<file path="config.mk">
export PLATFORM = sky130hd
export DESIGN_NAME = alu_seq
export DESIGN_NICKNAME = d
export VERILOG_FILES = /design/src/rtl/alu_seq.sv
export SDC_FILE = /design/constraint.sdc
export NUM_CORES = 1
export LEC_CHECK = 0
export ABC_CLOCK_PERIOD_IN_PS = 5600
export CAP_MARGIN = 15
export CORE_MARGIN = 4
export CORE_UTILIZATION = 50
export CTS_BUF_LIST = sky130_fd_sc_hd__clkbuf_16
export CTS_CLUSTER_DIAMETER = 60
export DETAILED_ROUTE_END_ITERATION = 16
export GPL_TIMING_DRIVEN = 0
export HOLD_SLACK_MARGIN = 0.08
export PLACE_DENSITY = 0.76
export RECOVER_POWER = 25
export SLEW_MARGIN = 20
export SYNTH_ARGS = -nofsm -noshare
export SYNTH_HDL_FRONTEND = slang
export SYNTH_SLANG_ARGS = --single-unit
</file>
<file path="constraint.sdc">
create_clock -name clk -period 5.6 [get_ports clk]
set_clock_uncertainty 0.05 [all_clocks]
set_input_delay 1.12 -clock clk [delete_from_list [all_inputs] [get_ports clk]]
set_output_delay 1.12 -clock clk [all_outputs]
set_load 0.05 [all_outputs]
</file>
<file path="src/rtl/alu_seq.sv">
// Multi-cycle ALU: single-cycle ADD/SUB/OR/AND/SLT, iterative shift-add MUL and
// restoring DIV over WIDTH cycles, with start/done handshake and registered outputs.
module alu_seq #(
   parameter int unsigned WIDTH = 32
) (
   input  logic             clk,
   input  logic             rst,
   input  logic             start,
   input  logic [WIDTH-1:0] OP1,
   input  logic [WIDTH-1:0] OP2,
   input  logic [2:0]       ALUSel,
   output logic [WIDTH-1:0] Res,
   output logic             Z,
   output logic             Err,
   output logic             busy,
   output logic             done
);

   localparam int CW = $clog2(WIDTH) + 1;

   typedef enum logic [1:0] {S_IDLE, S_MUL, S_DIV} state_t;

   state_t           state_q, state_d;
   logic [CW-1:0]    cnt_q, cnt_d;
   logic [WIDTH-1:0] a_q, a_d;
   logic [WIDTH-1:0] b_q, b_d;
   logic [WIDTH-1:0] acc_q, acc_d;
   logic [WIDTH-1:0] res_q, res_d;
   logic             z_q, z_d;
   logic             err_q, err_d;
   logic             busy_q, busy_d;
   logic             done_q, done_d;

   logic [WIDTH-1:0] mul_sum;
   logic [WIDTH:0]   rem_sh;
   logic [WIDTH:0]   rem_sub;
   logic             last;
   logic             op_err;

   // a_q holds multiplicand (MUL) or divisor (DIV); b_q holds multiplier or
   // dividend/quotient shift register; acc_q holds partial product or remainder.
   always_comb begin
      state_d = state_q;
      cnt_d   = cnt_q;
      a_d     = a_q;
      b_d     = b_q;
      acc_d   = acc_q;
      res_d   = res_q;
      z_d     = z_q;
      err_d   = err_q;
      busy_d  = busy_q;
      done_d  = 1'b0;
      op_err  = 1'b0;
      mul_sum = acc_q + (b_q[0] ? a_q : '0);
      rem_sh  = {acc_q, b_q[WIDTH-1]};
      rem_sub = rem_sh - {1'b0, a_q};
      last    = (cnt_q == CW'(WIDTH - 1));

      case (state_q)
         S_IDLE: begin
            if (start) begin
               done_d = 1'b1;
               case (ALUSel)
                  3'b000: res_d = OP1 + OP2;
                  3'b001: res_d = OP1 - OP2;
                  3'b100: res_d = OP1 | OP2;
                  3'b101: res_d = OP1 & OP2;
                  3'b110: res_d = WIDTH'(OP1 < OP2);
                  3'b010: begin
                     done_d  = 1'b0;
                     state_d = S_MUL;
                     busy_d  = 1'b1;
                     cnt_d   = '0;
                     a_d     = OP1;
                     b_d     = OP2;
                     acc_d   = '0;
                  end
                  3'b011: begin
                     if (OP2 == '0) begin
                        res_d  = '1;
                        op_err = 1'b1;
                     end else begin
                        done_d  = 1'b0;
                        state_d = S_DIV;
                        busy_d  = 1'b1;
                        cnt_d   = '0;
                        a_d     = OP2;
                        b_d     = OP1;
                        acc_d   = '0;
                     end
                  end
                  default: begin
                     res_d  = '0;
                     op_err = 1'b1;
                  end
               endcase
            end
         end
         S_MUL: begin
            acc_d = mul_sum;
            a_d   = a_q << 1;
            b_d   = b_q >> 1;
            cnt_d = cnt_q + 1'b1;
            if (last) begin
               res_d   = mul_sum;
               done_d  = 1'b1;
               busy_d  = 1'b0;
               state_d = S_IDLE;
            end
         end
         S_DIV: begin
            // Borrow out of the trial subtraction means restore the shifted remainder
            if (!rem_sub[WIDTH]) begin
               acc_d = rem_sub[WIDTH-1:0];
               b_d   = {b_q[WIDTH-2:0], 1'b1};
            end else begin
               acc_d = rem_sh[WIDTH-1:0];
               b_d   = {b_q[WIDTH-2:0], 1'b0};
            end
            cnt_d = cnt_q + 1'b1;
            if (last) begin
               res_d   = b_d;
               done_d  = 1'b1;
               busy_d  = 1'b0;
               state_d = S_IDLE;
            end
         end
         default: state_d = S_IDLE;
      endcase

      if (done_d) begin
         err_d = op_err;
         z_d   = (res_d == '0);
      end
   end

   always_ff @(posedge clk) begin
      if (rst) begin
         state_q <= S_IDLE;
         cnt_q   <= '0;
         a_q     <= '0;
         b_q     <= '0;
         acc_q   <= '0;
         res_q   <= '0;
         z_q     <= 1'b1;
         err_q   <= 1'b0;
         busy_q  <= 1'b0;
         done_q  <= 1'b0;
      end else begin
         state_q <= state_d;
         cnt_q   <= cnt_d;
         a_q     <= a_d;
         b_q     <= b_d;
         acc_q   <= acc_d;
         res_q   <= res_d;
         z_q     <= z_d;
         err_q   <= err_d;
         busy_q  <= busy_d;
         done_q  <= done_d;
      end
   end

   assign Res  = res_q;
   assign Z    = z_q;
   assign Err  = err_q;
   assign busy = busy_q;
   assign done = done_q;

endmodule

</file>
==> results of run 1 <==
[cell families after synthesis]
family,count (synthesis),synth area share [%]
multiplexers,49,3.01
buffers and inverters,319,6.86
AO/OA/AOI/OAI,930,35.4
XOR/XNOR,77,3.86
AND/OR/NAND/NOR,814,21.9
flip-flops,140,16.1
adder cells (fa/ha/maj),178,12.9
[worst register-to-register path: stages (launching register included)]
cell	delay [ps]
dfxtp_1	730
clkbuf_2	360
and2_1	170
ha_1	170
inv_1	60
fa_1	430
nor2b_1	200
o31ai_1	190
a21oi_1	330
a221oi_2	170
o31ai_1	460
a21boi_0	290
a21oi_1	380
o21ai_0	220
or3b_1	430
a2111oi_2	370
nand4_1	160
o31ai_1	260
[report_power, final]
| part | switching (mW) | leakage (nW) | internal [mW] |
|---|---|---|---|
| clock | 0.488 | 0.282 | 0.690 |
| sequential | 0.141 | 1.14 | 1.09 |
| combinational | 1.74 | 6.27 | 0.825 |
| total | 2.37 | 7.69 | 2.61 |
[area by class of cell]
cell class | count | area (um^2) | area share, %
flip-flops and latches | 140 | 2800 | 14.1
inverters | 157 | 589 | 2.97
repair buffers | 108 | 1080 | 5.46
clock buffers | 17 | 425 | 2.15
well taps | 455 | 569 | 2.87
multi-input cells | 2048 | 13600 | 68.5
plain buffers | 159 | 607 | 3.06
clock inverters | 15 | 156 | 0.789
[worst max path at each step]
stage	startpoint	end	slack (ps)	cells after the start
after detailed placement	ALUSel[1]	acc_q[29]	-1000	12
final	ALUSel[0]	Z	-40	15
after floorplan	OP2[20]	Z	940	14
after global placement	ALUSel[1]	acc_q[27]	-940	12
after CTS	OP1[7]	Z	8	16
after global routing	OP2[1]	Z	-80	15
[synthesized netlist by cell type (all sizes together) (28+ instances only)]
library cell,n,area [um^2]
nor2,326,1220
a21oi,264,1320
ha,174,2180
nand2,169,634
inv,156,586
clkbuf,149,559
a211oi,145,1100
o21ai,142,711
dfxtp,140,2800
xnor2,55,482
and2,53,332
nor3,53,265
a22oi,51,383
nand3,38,190
o31ai,31,233
mux2i,30,300
a31oi,28,175
nor2b,28,175
[metrics by stage]
| step | instances | hold WS, ps |
|---|---|---|
| after floorplan | 2507 | 399 |
| after detailed placement | 3070 | 416 |
| after global placement | 3067 | 410 |
| after global routing | 3099 | 452 |
| final | 3099 | 432 |
| after CTS | 3101 | 425 |
[per-layer routing]
metal | track usage (%) | part of all wire (%) | up-vias
li1 | - | - | 9479
met1 | 53.0 | 37 | 10100
met2 | 66.6 | 43 | 1694
met3 | 10.0 | 12 | 423
met4 | 29.4 | 8.2 | 6
met5 | 0 | 0.037 | -
[registers in the layout (all words and copies together), names as in the netlist]
| name | count |
|---|---|
| Z | 1 |
| done | 1 |
| b_q | 32 |
| Err | 1 |
| state_q | 2 |
| Res | 32 |
| a_q | 32 |
| cnt_q | 6 |
| acc_q | 32 |
| busy | 1 |
==> report_table.html, run 1 <==
<table>
<tr><th>Metric</th><th>Value</th></tr>
<tr><th colspan="2">Outcome</th></tr>
<tr><td>Result of the run</td><td>finished with violations</td></tr>
<tr><td>Violated checks</td><td>setup timing</td></tr>
<tr><th colspan="2">Cells and area</th></tr>
<tr><td>Leading cell types in the layout, fill and taps excluded</td><td>nor2_1, a21oi_1, ha_1, nand2_1, inv_1</td></tr>
<tr><td>Share of final-layout standard cells stronger than drive strength 1</td><td>3.82%</td></tr>
<tr><td>Post-layout nets</td><td>2879</td></tr>
<tr><td>Final Instance Area</td><td>0.0198 mm^2</td></tr>
<tr><td>Antenna cells</td><td>0</td></tr>
<tr><td>Number of fillers in the final layout</td><td>3375</td></tr>
<tr><td>Area growth from synthesis to layout</td><td>13.5%</td></tr>
<tr><td>Leading cell type in the layout, fill and taps excluded</td><td>nor2_1</td></tr>
<tr><td>Utilization of the core after routing</td><td>57.5%</td></tr>
<tr><th colspan="2">Clock tree</th></tr>
<tr><td>Inserted Clock Buffers</td><td>17</td></tr>
<tr><td>TritonCTS clock tree</td><td>built</td></tr>
<tr><td>H-Tree Depth</td><td>4</td></tr>
<tr><td>Hold-fix buffer count after cts</td><td>0</td></tr>
<tr><td>Library cell used as clock root buffer</td><td>clkbuf_16</td></tr>
<tr><td>Max Buffers Root-to-Sink</td><td>2</td></tr>
<tr><td>Clock-pin slew reported for the worst setup and hold paths after clock tree synthesis</td><td>70 ps</td></tr>
<tr><td>Clock Sink Count</td><td>140</td></tr>
<tr><td>CTS-repair resized insts</td><td>16</td></tr>
<tr><td>Clock latency on the worst-skew pair</td><td>450 ps</td></tr>
<tr><td>Postcts setup bufs</td><td>0</td></tr>
<tr><th colspan="2">Critical path</th></tr>
<tr><td>Setup crit end kind</td><td>flip-flop</td></tr>
<tr><td>Combined buffer and inverter count along the critical path</td><td>5</td></tr>
<tr><td>CP Launch Type</td><td>input pin</td></tr>
<tr><td>Arrival time reported for the critical path endpoint</td><td>5950 ps</td></tr>
<tr><td>Origin of the critical flop-to-flop path</td><td>b_q[0]</td></tr>
<tr><td>Series of cell instances along the critical path</td><td>clkdlybuf4s50_1 &gt; clkbuf_1 &gt; clkbuf_1 &gt; clkbuf_1 &gt; clkbuf_2 &gt; o21ai_0 &gt; a22oi_1 &gt; a21oi_1 &gt; a211oi_1 &gt; a21boi_0 &gt; nor4_1 &gt; nand4_1 &gt; a2111oi_2 &gt; nand4_1 &gt; o31ai_1</td></tr>
<tr><td>Critical path's largest stage delay</td><td>560 ps</td></tr>
<tr><td>Depth of the worst register-to-register path</td><td>17</td></tr>
<tr><td>Setup Crit Path Kind</td><td>input pin to flip-flop</td></tr>
<tr><td>Highest fanout seen on the critical path</td><td>10</td></tr>
<tr><td>Worst reg2reg setup slack</td><td>90 ps</td></tr>
<tr><td>Kind of cell adding the most delay to the critical path</td><td>buffers and inverters</td></tr>
<tr><td>Data required, critical path</td><td>5900 ps</td></tr>
<tr><td>Capture point of the worst reg-to-reg path</td><td>Z</td></tr>
<tr><td>Most frequent CP cell</td><td>clkbuf_1</td></tr>
<tr><td>Critical-path cell with the highest stage delay</td><td>clkbuf_1</td></tr>
<tr><th colspan="2">Die</th></tr>
<tr><td>Die Ht</td><td>195 um</td></tr>
<tr><td>Count of boundary I/O pins</td><td>106</td></tr>
<tr><td>Total die area</td><td>0.0380 mm^2</td></tr>
<tr><td>Area of the core region</td><td>0.0345 mm^2</td></tr>
<tr><td>Effective utilization at floorplan</td><td>50.7%</td></tr>
<tr><td>Overall die width</td><td>195 um</td></tr>
<tr><td>Number of placement rows</td><td>68</td></tr>
<tr><th colspan="2">GRT</th></tr>
<tr><td>Global routing usage summed across all routing layers</td><td>43.0%</td></tr>
<tr><td>Global-route congestion overflow total</td><td>0</td></tr>
<tr><td>First-pass GRT wire length</td><td>126000 um</td></tr>
<tr><td>Antenna violations before repair</td><td>3</td></tr>
<tr><td>Vias in the first global route</td><td>20200</td></tr>
<tr><td>Maximum number of pins on one net before global-route repair</td><td>17</td></tr>
<tr><th colspan="2">Hold path</th></tr>
<tr><td>Worst min-delay path startpoint</td><td>cnt_q[1]</td></tr>
<tr><td>Min-Delay Path Class</td><td>flip-flop to flip-flop</td></tr>
<tr><td>Number of stages on the worst hold path</td><td>2</td></tr>
<tr><td>WHS Endpoint</td><td>cnt_q[1]</td></tr>
<tr><th colspan="2">Detailed routing</th></tr>
<tr><td>Detailed-route vias per instance</td><td>6.99</td></tr>
<tr><td>Total length of routed wires</td><td>86600 um</td></tr>
<tr><td>Vias</td><td>21700</td></tr>
<tr><td>Length of the first detailed-routing pass in iterations</td><td>12</td></tr>
<tr><td>DRC Markers</td><td>0</td></tr>
<tr><td>Violation count after the first detailed-routing iteration</td><td>3001</td></tr>
<tr><td>Routed WL per cell</td><td>27.9 um</td></tr>
<tr><td>Routed Antenna Nets</td><td>0</td></tr>
<tr><th colspan="2">Synthesis</th></tr>
<tr><td>Count of unique library cells instantiated by Yosys</td><td>85</td></tr>
<tr><td>Mapped Nets</td><td>2755</td></tr>
<tr><td>Gate count after technology mapping</td><td>2507</td></tr>
<tr><td>Async set-or-reset flop fraction in the synthesized netlist</td><td>0%</td></tr>
<tr><td>Most used flip-flop cell after synthesis</td><td>dfxtp_1</td></tr>
<tr><td>Synth warnings</td><td>0</td></tr>
<tr><td>Synthesized area per cell</td><td>6.96 um^2</td></tr>
<tr><td>Synth Register Bits</td><td>140</td></tr>
<tr><td>Number of enable flip-flop cells after synthesis</td><td>0</td></tr>
<tr><td>Post-synthesis sequential area ratio</td><td>16.1%</td></tr>
<tr><td>Syn Std Cell Area</td><td>0.0175 mm^2</td></tr>
<tr><th colspan="2">Pwr</th></tr>
<tr><td>Leakage power</td><td>7.69 nW</td></tr>
<tr><td>Post-layout power</td><td>4.97 mW</td></tr>
<tr><td>Worst voltage drop across the vdd grid</td><td>0.000241 V</td></tr>
<tr><td>Power per unit of standard cell area</td><td>251 mW/mm^2</td></tr>
<tr><th colspan="2">Timing</th></tr>
<tr><td>Portion of the clock cycle consumed by the worst path in the final layout</td><td>101%</td></tr>
<tr><td>Slew at the pin with the worst max-slew slack</td><td>1150 ps</td></tr>
<tr><td>Count of final hold-check violations</td><td>0</td></tr>
<tr><td>RSZ-0062 raised after global routing</td><td>yes</td></tr>
<tr><td>Period minus WS final</td><td>5640 ps</td></tr>
<tr><td>Final worst-path setup slack</td><td>-44.9 ps</td></tr>
<tr><td>F_max</td><td>177 MHz</td></tr>
<tr><td># setup viols final</td><td>1</td></tr>
<tr><td>Max-slew violations</td><td>0</td></tr>
<tr><td>Setup TNS after final layout</td><td>-44.9 ps</td></tr>
<tr><td>Worst rel slew slack</td><td>23.5%</td></tr>
<tr><th colspan="2">Placed design</th></tr>
<tr><td>Hpwl dp</td><td>69300 um</td></tr>
<tr><td>Worst slack, placed</td><td>-998 ps</td></tr>
<tr><td>Dpl cell area</td><td>0.0191 mm^2</td></tr>
<tr><td>Final weighted congestion in routability-driven placement</td><td>1.05</td></tr>
<tr><td>PortBufs</td><td>105</td></tr>
<tr><th colspan="2">Job</th></tr>
<tr><td>Max Cap Viol</td><td>0</td></tr>
</table>
(Power assumes the default switching activity.)
==> inputs of run 2 (changes only) <==
--- a/config.mk
+++ b/config.mk
@@ -5,8 +5,7 @@
 export SDC_FILE = /design/constraint.sdc
 export NUM_CORES = 1
 export LEC_CHECK = 0
-export ABC_CLOCK_PERIOD_IN_PS = 5600
-export CAP_MARGIN = 15
+export ABC_CLOCK_PERIOD_IN_PS = 5000
 export CORE_MARGIN = 4
 export CORE_UTILIZATION = 50
 export CTS_BUF_LIST = sky130_fd_sc_hd__clkbuf_16
@@ -14,7 +13,7 @@
 export DETAILED_ROUTE_END_ITERATION = 16
 export GPL_TIMING_DRIVEN = 0
 export HOLD_SLACK_MARGIN = 0.08
-export PLACE_DENSITY = 0.76
+export PLACE_DENSITY = 0.79
 export RECOVER_POWER = 25
 export SLEW_MARGIN = 20
 export SYNTH_ARGS = -nofsm -noshare
==> constraint.sdc (replaced) <==
create_clock -name clk -period 5 [get_ports clk]
set_clock_uncertainty 0.05 [all_clocks]
set_input_delay 1 -clock clk [delete_from_list [all_inputs] [get_ports clk]]
set_output_delay 1 -clock clk [all_outputs]
set_load 0.05 [all_outputs]
==> run 2 against run 1 <==
Effect of this change:
- combinational power grew 12%
- critical path depth shrank 1
- largest power group unchanged
- largest cell class unchanged
- setup slack lost 64 ps
- the run still ends with setup timing left
- highest routed layer is now met4
- cell count grew 0.23%
- final area grew 1.5%
==> report_table.html, run 2 (synthesized netlist as in run 1, its figures left out) <==
<table>
<tr><th>Metric</th><th>Value</th></tr>
<tr><th colspan="2">Critical path</th></tr>
<tr><td>Setup crit end kind</td><td>flip-flop</td></tr>
<tr><td>Kind of cell adding the most delay to the critical path</td><td>buffers and inverters</td></tr>
<tr><td>Series of cell instances along the critical path</td><td>clkdlybuf4s50_1 &gt; clkbuf_1 &gt; inv_1 &gt; buf_1 &gt; buf_2 &gt; buf_1 &gt; a21oi_1 &gt; a221oi_1 &gt; o311ai_0 &gt; o21ai_0 &gt; nand4_1 &gt; a2111oi_4 &gt; nand4_1 &gt; o31ai_1</td></tr>
<tr><td>Critical path's largest stage delay</td><td>490 ps</td></tr>
<tr><td>Combined buffer and inverter count along the critical path</td><td>6</td></tr>
<tr><td>Capture point of the worst reg-to-reg path</td><td>Z</td></tr>
<tr><td>Origin of the critical flop-to-flop path</td><td>b_q[0]</td></tr>
<tr><td>Data required, critical path</td><td>5310 ps</td></tr>
<tr><td>Highest fanout seen on the critical path</td><td>10</td></tr>
<tr><td>CP Launch Type</td><td>input pin</td></tr>
<tr><td>Depth of the worst register-to-register path</td><td>17</td></tr>
<tr><td>Critical-path cell with the highest stage delay</td><td>buf_1</td></tr>
<tr><td>Worst reg2reg setup slack</td><td>40 ps</td></tr>
<tr><td>Setup Crit Path Kind</td><td>input pin to flip-flop</td></tr>
<tr><td>Arrival time reported for the critical path endpoint</td><td>5420 ps</td></tr>
<tr><th colspan="2">Die</th></tr>
<tr><td>Die Ht</td><td>195 um</td></tr>
<tr><td>Effective utilization at floorplan</td><td>50.7%</td></tr>
<tr><td>Count of boundary I/O pins</td><td>106</td></tr>
<tr><td>Number of placement rows</td><td>68</td></tr>
<tr><td>Area of the core region</td><td>0.0345 mm^2</td></tr>
<tr><td>Overall die width</td><td>195 um</td></tr>
<tr><td>Total die area</td><td>0.0380 mm^2</td></tr>
<tr><th colspan="2">Timing</th></tr>
<tr><td>Count of final hold-check violations</td><td>0</td></tr>
<tr><td>Final worst-path setup slack</td><td>-109 ps</td></tr>
<tr><td>F_max</td><td>196 MHz</td></tr>
<tr><td>Portion of the clock cycle consumed by the worst path in the final layout</td><td>102%</td></tr>
<tr><td>Hold slack</td><td>427 ps</td></tr>
<tr><td>Worst rel slew slack</td><td>22.6%</td></tr>
<tr><td>RSZ-0062 raised after global routing</td><td>yes</td></tr>
<tr><td># setup viols final</td><td>1</td></tr>
<tr><td>Period minus WS final</td><td>5110 ps</td></tr>
<tr><td>Max-slew violations</td><td>0</td></tr>
<tr><td>Slew at the pin with the worst max-slew slack</td><td>1150 ps</td></tr>
<tr><th colspan="2">Detailed routing</th></tr>
<tr><td>Vias</td><td>21600</td></tr>
<tr><td>Total length of routed wires</td><td>82400 um</td></tr>
<tr><td>Routed Antenna Nets</td><td>0</td></tr>
<tr><td>Length of the first detailed-routing pass in iterations</td><td>7</td></tr>
<tr><td>Routed WL per cell</td><td>26.5 um</td></tr>
<tr><td>DRC Markers</td><td>0</td></tr>
<tr><td>Violation count after the first detailed-routing iteration</td><td>3287</td></tr>
<tr><td>Detailed-route vias per instance</td><td>6.94</td></tr>
<tr><th colspan="2">Outcome</th></tr>
<tr><td>Result of the run</td><td>finished with violations</td></tr>
<tr><td>Violated checks</td><td>setup timing</td></tr>
<tr><th colspan="2">Placed design</th></tr>
<tr><td>Placed cells</td><td>3069</td></tr>
<tr><td>Hpwl dp</td><td>65700 um</td></tr>
<tr><td>Final weighted congestion in routability-driven placement</td><td>1.09</td></tr>
<tr><td>PortBufs</td><td>105</td></tr>
<tr><td>Dpl cell area</td><td>0.0191 mm^2</td></tr>
<tr><th colspan="2">Clock tree</th></tr>
<tr><td>Hold-fix buffer count after cts</td><td>0</td></tr>
<tr><td>Clock latency on the worst-skew pair</td><td>450 ps</td></tr>
<tr><td>Max Buffers Root-to-Sink</td><td>2</td></tr>
<tr><td>H-Tree Depth</td><td>4</td></tr>
<tr><td>Clock Sink Count</td><td>140</td></tr>
<tr><td>Inserted Clock Buffers</td><td>17</td></tr>
<tr><td>Clock-pin slew reported for the worst setup and hold paths after clock tree synthesis</td><td>60 ps</td></tr>
<tr><td>Library cell used as clock root buffer</td><td>clkbuf_16</td></tr>
<tr><td>TritonCTS clock tree</td><td>built</td></tr>
<tr><th colspan="2">Cells and area</th></tr>
<tr><td>Antenna cells</td><td>0</td></tr>
<tr><td>Leading cell type in the layout, fill and taps excluded</td><td>nor2_1</td></tr>
<tr><td>Leading cell types in the layout, fill and taps excluded</td><td>nor2_1, a21oi_1, nand2_1, ha_1, inv_1</td></tr>
<tr><td>Area growth from synthesis to layout</td><td>15.2%</td></tr>
<tr><td>Share of final-layout standard cells stronger than drive strength 1</td><td>6.22%</td></tr>
<tr><td>Non-filler cells, final</td><td>3106</td></tr>
<tr><td>Post-layout nets</td><td>2886</td></tr>
<tr><td>Final Instance Area</td><td>0.0201 mm^2</td></tr>
<tr><th colspan="2">Pwr</th></tr>
<tr><td>Power per unit of standard cell area</td><td>277 mW/mm^2</td></tr>
<tr><td>Leakage power</td><td>7.79 nW</td></tr>
<tr><td>Worst voltage drop across the vdd grid</td><td>0.000285 V</td></tr>
<tr><th colspan="2">GRT</th></tr>
<tr><td>Maximum number of pins on one net before global-route repair</td><td>20</td></tr>
<tr><td>Global-route congestion overflow total</td><td>0</td></tr>
<tr><td>Vias in the first global route</td><td>20100</td></tr>
<tr><td>Global routing usage summed across all routing layers</td><td>41.2%</td></tr>
<tr><td>Antenna violations before repair</td><td>0</td></tr>
<tr><td>First-pass GRT wire length</td><td>122000 um</td></tr>
<tr><th colspan="2">Hold path</th></tr>
<tr><td>Number of stages on the worst hold path</td><td>2</td></tr>
<tr><td>Worst min-delay path startpoint</td><td>cnt_q[1]</td></tr>
<tr><td>WHS Endpoint</td><td>cnt_q[1]</td></tr>
<tr><td>Min-Delay Path Class</td><td>flip-flop to flip-flop</td></tr>
<tr><th colspan="2">Job</th></tr>
<tr><td>Max Cap Viol</td><td>0</td></tr>
</table>
[run 2: what timing repair did]
item,CTS,global route
endpoints found under the hold margin,0,0
pin swaps,4,4
buffers inserted,4,6
endpoints found under the setup margin,109,78
resized for setup,84,41
[run 2: layout make-up]
| class | instances | area [um^2] |
|---|---|---|
| inverters | 157 | 593 |
| flip-flops and latches | 140 | 2800 |
| repair buffers | 117 | 1120 |
| clock inverters | 15 | 174 |
| plain buffers | 157 | 612 |
| fillers | 3346 | 14300 |
| clock buffers | 17 | 425 |
| well taps | 455 | 569 |
| multi-input cells | 2048 | 13800 |
[run 2: worst max path at each step]
stage	start	end	slack, ps	cells past startpoint
after global placement	ALUSel[1]	acc_q[27]	-1480	12
after global routing	OP2[0]	Z	-170	17
after CTS	b_q[31]	acc_q[12]	0.2	16
after floorplan	OP2[20]	Z	460	14
after detailed placement	ALUSel[1]	acc_q[29]	-1510	12
final	ALUSel[0]	Z	-110	14
[run 2: where the power goes]
part	internal [mW]	leakage, nW	total (mW)	switching, mW
logic	0.954	6.36	2.86	1.91
registers	1.22	1.14	1.37	0.153
clock network	0.783	0.290	1.34	0.559
[run 2: worst register-to-register path, stage by stage (launching register included)]
cell and delay (ps):
dfxtp_2 410, clkbuf_2 230, and2_1 180, ha_1 190, inv_1 70, fa_1 230, nor2b_1 90, o31ai_1 550
a21oi_1 260, a221oi_2 500, o2111ai_1 340, o31ai_1 200, o311ai_0 210, o21ai_0 400, nand4_1 290, a2111oi_4 280
nand4_1 160, o31ai_1 240
[run 2: per-layer routing]
metal	up-vias	wire, um	global-route usage (%)
met4	0	6310	25.0
met1	10000	30400	52.5
met5	-	0	0
met2	1648	35000	63.7
li1	9490	-	-
met3	394	10700	8.88
[run 2: stage by stage]
stage               total power, mW  setup TNS (ps)  worst slack (ps)  utilization, %
floorplan                      3.12               0               460               -
global placement               4.03          -94200             -1480            55.4
detailed placement             4.06          -97800             -1510            55.5
CTS                            5.42               0             0.212            57.9
global route                   5.77            -210              -166            58.4
finish                         5.58            -109              -109            58.4
